File: src/rtl/mips_pkg.sv
// Shared MIPS32 fetch-path definitions: FSM states, fault causes and text-segment bounds.
package mips_pkg;

  localparam int unsigned PC_W    = 32;
  localparam int unsigned CAUSE_W = 2;

  localparam logic [PC_W-1:0] TEXT_BASE = 32'h0040_0000;
  localparam logic [PC_W-1:0] TEXT_END  = 32'h0040_1000;
  localparam logic [PC_W-1:0] RESET_PC  = TEXT_BASE;

  localparam logic [CAUSE_W-1:0] CAUSE_NONE  = 2'd0;
  localparam logic [CAUSE_W-1:0] CAUSE_RANGE = 2'd1;
  localparam logic [CAUSE_W-1:0] CAUSE_ALIGN = 2'd2;

  typedef enum logic [1:0] {
    BOOT  = 2'd0,
    RUN   = 2'd1,
    FAULT = 2'd2
  } state_e;

endpackage : mips_pkg

File: src/rtl/pc_next_sel.sv
// Next-PC priority mux (stall > jump > branch > +4) with redirect-target alignment check.
// Alignment faulting is compiled in with PC_ALIGN_CHECK_EN; otherwise targets are word-forced.
module pc_next_sel
  import mips_pkg::*;
(
  input  logic [PC_W-1:0] vpc_i,
  input  logic            stall_i,
  input  logic            br_taken_i,
  input  logic [PC_W-1:0] br_target_i,
  input  logic            jmp_taken_i,
  input  logic [PC_W-1:0] jmp_target_i,
  output logic [PC_W-1:0] next_pc_o,
  output logic [PC_W-1:0] target_o,
  output logic            align_err_o
);

  logic            redirect;
  logic [PC_W-1:0] raw_target;

  always_comb begin
    redirect   = jmp_taken_i | br_taken_i;
    raw_target = jmp_taken_i ? jmp_target_i : br_target_i;
`ifdef PC_ALIGN_CHECK_EN
    target_o    = raw_target;
    align_err_o = ~stall_i & redirect & (raw_target[1:0] != 2'b00);
`else
    target_o    = raw_target & ~PC_W'(32'h3);
    align_err_o = 1'b0;
`endif
    if (stall_i) begin
      next_pc_o = vpc_i;
    end else if (redirect) begin
      next_pc_o = target_o;
    end else begin
      next_pc_o = vpc_i + PC_W'(4);
    end
  end

endmodule : pc_next_sel

File: src/rtl/pc_fetch_unit.sv
// MIPS32 program-counter stage: BOOT/RUN/FAULT control, PC register and sticky fetch-fault capture.
// Optional redirect alignment faulting is enabled by defining PC_ALIGN_CHECK_EN.
module pc_fetch_unit
  import mips_pkg::*;
(
  input  logic               clk,
  input  logic               rst_n,
  input  logic               stall,
  input  logic               br_taken,
  input  logic [PC_W-1:0]    br_target,
  input  logic               jmp_taken,
  input  logic [PC_W-1:0]    jmp_target,
  input  logic               invpc,
  input  logic               clear_fault,
  output logic [PC_W-1:0]    vpc,
  output logic [PC_W-1:0]    pc_plus4,
  output logic               fetch_valid,
  output logic               fault,
  output logic [PC_W-1:0]    fault_pc,
  output logic [CAUSE_W-1:0] fault_cause
);

  state_e               state_q, state_d;
  logic [PC_W-1:0]      vpc_q, vpc_d;
  logic                 fault_q, fault_d;
  logic [PC_W-1:0]      fault_pc_q, fault_pc_d;
  logic [CAUSE_W-1:0]   cause_q, cause_d;

  logic [PC_W-1:0]      next_pc;
  logic [PC_W-1:0]      redir_target;
  logic                 align_err;

  pc_next_sel u_next_sel (
    .vpc_i        (vpc_q),
    .stall_i      (stall),
    .br_taken_i   (br_taken),
    .br_target_i  (br_target),
    .jmp_taken_i  (jmp_taken),
    .jmp_target_i (jmp_target),
    .next_pc_o    (next_pc),
    .target_o     (redir_target),
    .align_err_o  (align_err)
  );

  always_ff @(posedge clk or negedge rst_n) begin
    if (!rst_n) begin
      state_q    <= BOOT;
      vpc_q      <= RESET_PC;
      fault_q    <= 1'b0;
      fault_pc_q <= '0;
      cause_q    <= CAUSE_NONE;
    end else begin
      state_q    <= state_d;
      vpc_q      <= vpc_d;
      fault_q    <= fault_d;
      fault_pc_q <= fault_pc_d;
      cause_q    <= cause_d;
    end
  end

  // Range faults win over alignment faults and over any redirect or stall.
  always_comb begin
    state_d    = state_q;
    vpc_d      = vpc_q;
    fault_d    = fault_q;
    fault_pc_d = fault_pc_q;
    cause_d    = cause_q;
    unique case (state_q)
      BOOT: begin
        state_d = RUN;
        vpc_d   = RESET_PC;
      end
      RUN: begin
        if (invpc) begin
          state_d    = FAULT;
          fault_d    = 1'b1;
          fault_pc_d = vpc_q;
          cause_d    = CAUSE_RANGE;
        end else if (align_err) begin
          state_d    = FAULT;
          fault_d    = 1'b1;
          fault_pc_d = redir_target;
          cause_d    = CAUSE_ALIGN;
        end else begin
          vpc_d = next_pc;
        end
      end
      FAULT: begin
        if (clear_fault) begin
          state_d    = BOOT;
          vpc_d      = RESET_PC;
          fault_d    = 1'b0;
          fault_pc_d = '0;
          cause_d    = CAUSE_NONE;
        end
      end
      default: begin
        state_d = BOOT;
        vpc_d   = RESET_PC;
      end
    endcase
  end

  assign vpc         = vpc_q;
  assign pc_plus4    = vpc_q + PC_W'(4);
  assign fetch_valid = (state_q == RUN) & ~invpc;
  assign fault       = fault_q;
  assign fault_pc    = fault_pc_q;
  assign fault_cause = cause_q;

endmodule : pc_fetch_unit

File: config.mk
export PLATFORM = sky130hd
export DESIGN_NAME = pc_fetch_unit
export DESIGN_NICKNAME = d
export VERILOG_FILES = /design/src/rtl/mips_pkg.sv /design/src/rtl/pc_next_sel.sv /design/src/rtl/pc_fetch_unit.sv
export SDC_FILE = /design/constraint.sdc
export NUM_CORES = 1
export LEC_CHECK = 0
export CAP_MARGIN = 40
export CORE_UTILIZATION = 45
export DETAILED_ROUTE_END_ITERATION = 8
export DONT_BUFFER_PORTS = 1
export GPL_TIMING_DRIVEN = 1
export PLACE_DENSITY = 0.62
export SYNTH_ARGS = -nofsm -noshare
export SYNTH_HDL_FRONTEND = slang
export SYNTH_SLANG_ARGS = --single-unit
File: constraint.sdc
create_clock -name clk -period 3.7 [get_ports clk]
set_clock_uncertainty 0.15 [all_clocks]
set_input_delay 0 -clock clk [delete_from_list [all_inputs] [get_ports clk]]
set_output_delay 0 -clock clk [all_outputs]
set_load 0.05 [all_outputs]
==> PnR_summary.wiki <==
{| class="wikitable"
! Metric !! Value
|-
| Overall overflow remaining after global route || 0
|-
| Cell area after layout || 0.004903 mm^2
|-
| Max-capacitance violation count || 0
|-
| Standard cell with the maximum stage delay on the critical path || dfrtp_1
|-
| Count of yosys warnings during synthesis || 0
|-
| Fraction of final layout cells with drive strength greater than 1 || 16.67%
|-
| # IOs || 171
|-
| Worst-path fanout max || 6
|-
| Number of antenna violations at the first check in global routing || 0
|-
| Reg-to-reg critical path endpoint || vpc[18]
|-
| Full die area || between 0.008 and 0.009 mm^2
|-
| Final Net Count || ~550
|-
| Vias after detailed routing || 3,586
|-
| Number of violations reported at the end of detailed-routing iteration 0 || 213
|-
| Remaining antenna violation count after routing || 0
|-
| Synthesized area || ~0.0036 mm^2
|-
| Number of sinks handled by clock tree synthesis || 63
|-
| Largest net degree at the start of global routing || 64
|-
| Buffer depth of the longest clock path || 2
|-
| Element type at the critical path end || flop
|-
| Core Util, Final || a little over three fifths
|-
| CTS tree || done
|-
| Tcrit/Tclk final || 93.62%
|-
| Floorplan die height || 91.92 um
|-
| Number of distinct library cells after synthesis || 53
|-
| Final Max Tran Viols || 0
|-
| Class of the worst hold path || primary input to flop
|-
| Effective utilization at floorplan || 46.84%
|-
| Portion of the post-synthesis area used by sequential elements || 43.36%
|-
| Launch point of the worst hold path || jmp_taken
|-
| Input/output buffers || 0
|-
| Number of buffers created by CTS || 9
|-
| H-tree levels || 3
|-
| Number of synthesized register bits || 63
|-
| Commonest register cell after synthesis || dfrtp_1
|-
| Unrepaired setup endpoints after global routing || no
|-
| Count of final hold-check violations || 0
|-
| First-pass iteration count of the detailed router || 5
|-
| CP required || 3.82 ns
|-
| Die extent in x || ~92 um
|-
| Data arrival time of the worst path || 3.59 ns
|-
| Area growth from synthesis to layout || 34.77%
|-
| Min-Delay Path Depth || 3
|-
| Setup tns final || 0 ns
|-
| Proportion of synthesized flip-flops having asynchronous set or reset || 100.0%
|-
| Cell depth of the worst flop-to-flop path || 7
|-
| Cts repair resizes || 0
|-
| Top achievable clock speed || 288.7 MHz
|-
| Top-count cell post-synth || dfrtp_1
|-
| Worst slew pin tran || between 0.9 and 1 ns
|-
| Clock latency reported for the late side of the worst-skew pair || between 0.3 and 0.4 ns
|-
| Placeable core region || 0.007767 mm^2
|-
| Cell mode on critical path || dlygate4sd3_1
|-
| Floorplan row count || 32
|-
| CTS clk-pin slew, worst paths || 0.07 ns
|-
| Number of diodes || 0
|-
| R2R Setup Slk || 0.24 ns
|-
| EDFF count, synth || 0
|-
| Clock period minus final worst setup slack || 3.464 ns
|-
| Routability congestion estimate || roughly 0.8
|-
| Ranking of synthesized cells by instance count || 62 x dfrtp_1, 36 x nor2_1, 35 x a22o_1
|-
| Tightest slew margin relative to the limit || about two fifths
|-
| Status || complete, no violations
|-
| Critical setup path kind || flop to flop
|-
| Largest cells by area after synthesis || dfrtp_1 43%, a22o_1 8.4%, xnor2_1 5.1%
|-
| DRC violations left || 0
|-
| Global-route wire length before repair || 18.86 mm
|-
| CP startpoint kind || flop
|-
| Endpoint, Worst Hold || vpc[5]
|-
| Setup Fix Bufs, Post-CTS || 0
|-
| Number of setup violations in the final report || 0
|-
| Root buffer cell || clkbuf_8
|-
| Post-detailed-route via-to-cell ratio || 6.162
|-
| Number of global-route vias before repair || 3,624
|-
| Average cell area after synthesis || about 9.6 um^2
|-
| Total placed instance area || 0.003961 mm^2
|-
| Count of mapped cells out of synthesis || 379
|-
| Portion of synthesized cell area occupied by the leading cell type || 42.64%
|-
| Biggest area consumer among synthesized cells || dfrtp_1
|-
| Leakage power || ~0.0022 uW
|-
| Worst R2R Start || vpc[14]
|-
| Cell-by-cell trace of the critical path || nand4_2 > nor2_1 > nand3_1 > o31a_1 > dlygate4sd3_1 > o22ai_1 > dlygate4sd3_1
|-
| Total track usage || 28.59%
|-
| IR Drop Worst-Case VDD || 773.8 uV
|-
| Power Density || 677.6 mW/mm^2
|-
| Delay contributed by the slowest stage of the critical path || 0.77 ns
|-
| HPWL after detailed placement || 7.520 mm
|-
| Detailed-route wire length per cell || 20.26 um
|-
| Total wirelength of the detailed-routed design || between 10 and 15 mm
|}
## through the flow
| step | std cells | setup WS, ns | power, uW | hold WS, ns |
|---|---|---|---|---|
| global route | 582 | 0.1279 | 3462 | 0.02869 |
| detailed placement | 493 | 1.016 | 2645 | -0.4438 |
| global placement | 492 | 1.049 | 2582 | -0.4441 |
| finish | 582 | 0.2361 | 3323 | 0.01840 |
| floorplan | 385 | 0.7640 | 2329 | -0.4456 |
| CTS | 582 | 0.2770 | 3318 | 0.003398 |
## cell families (layout without fill, tap and decap cells)
kind of cell / count (synthesis) / count (layout) / share of synthesized area (%)
AND/OR/NAND/NOR: 109 / 109 / 16.51
AO/OA/AOI/OAI: 123 / 123 / 25.34
buffers and inverters: 50 / 145 / 6.499
XOR/XNOR: 28 / 28 / 6.740
multiplexers: 4 / 4 / 1.100
flip-flops: 63 / 63 / 43.36
other: 1 / 7 / 0.1031
adder cells (fa/ha/maj): 1 / 1 / 0.3438
## area by class of cell
type                    count  area (um^2)
well taps                 102        127.6
fillers                   659         2864
inverters                  10        37.54
clock inverters             5        32.53
repair buffers            119         1124
multi-input cells         272         1853
flip-flops and latches     63         1578
clock buffers              11        151.4
## state kept, by name, summed over array words and instances (netlist names)
signal	count
fault_cause	1
state_q	2
vpc	30
fault_pc	30
## power breakdown
group          total, uW  internal [uW]  switching [uW]  leakage, uW
logic               1260            443             819      0.00123
registers           1510            849             661     0.000857
clock network        552            277             275    0.0000873
total               3320           1570            1750      0.00218
## worst max-delay path, delay by kind of cell, from the launching register on
kind | cells | cell delay [ns]
compound gates | 2 | 0.39
buf+inv | 2 | 1.12
flops | 1 | 0.77
simple gates | 3 | 0.97
## layout by cell type, fill, tap and decap left out, types with 9 or more instances in the layout
cell type       n
dlygate4sd3_1  71
dfrtp_1        62
buf_4          45
nor2_1         35
a22o_1         35
nand2_1        23
xnor2_1        21
o21ai_0        19
a21oi_1        16
nand3_1        15
a22oi_1        15
clkbuf_8       11
inv_1          10
a221o_1         9
## repair_timing
action / CTS / global route
hold buffers: 73 / 0
endpoints found under the setup margin: 0 / 0
endpoints found under the hold margin: 105 / 0
## layer usage
metal / vias up / track usage [%] / wire, um
met2: 218 / 45.96 / 5664
met4: 0 / 11.98 / 267
met3: 28 / 9.204 / 1073
met5: - / 0 / 0
met1: 1754 / 35.29 / 4784
li1: 1586 / - / -
## how the worst max path moves through the flow
stage	startpoint	to	cells past startpoint
3_5_place_dp	vpc[14]	vpc[29]	6
6_report	vpc[14]	vpc[18]	7
2_1_floorplan	vpc[2]	vpc[28]	6
3_3_place_gp	vpc[14]	vpc[29]	6
5_1_grt	vpc[14]	vpc[18]	7
4_1_cts	vpc[14]	vpc[18]	7
(Power assumes the default switching activity.)
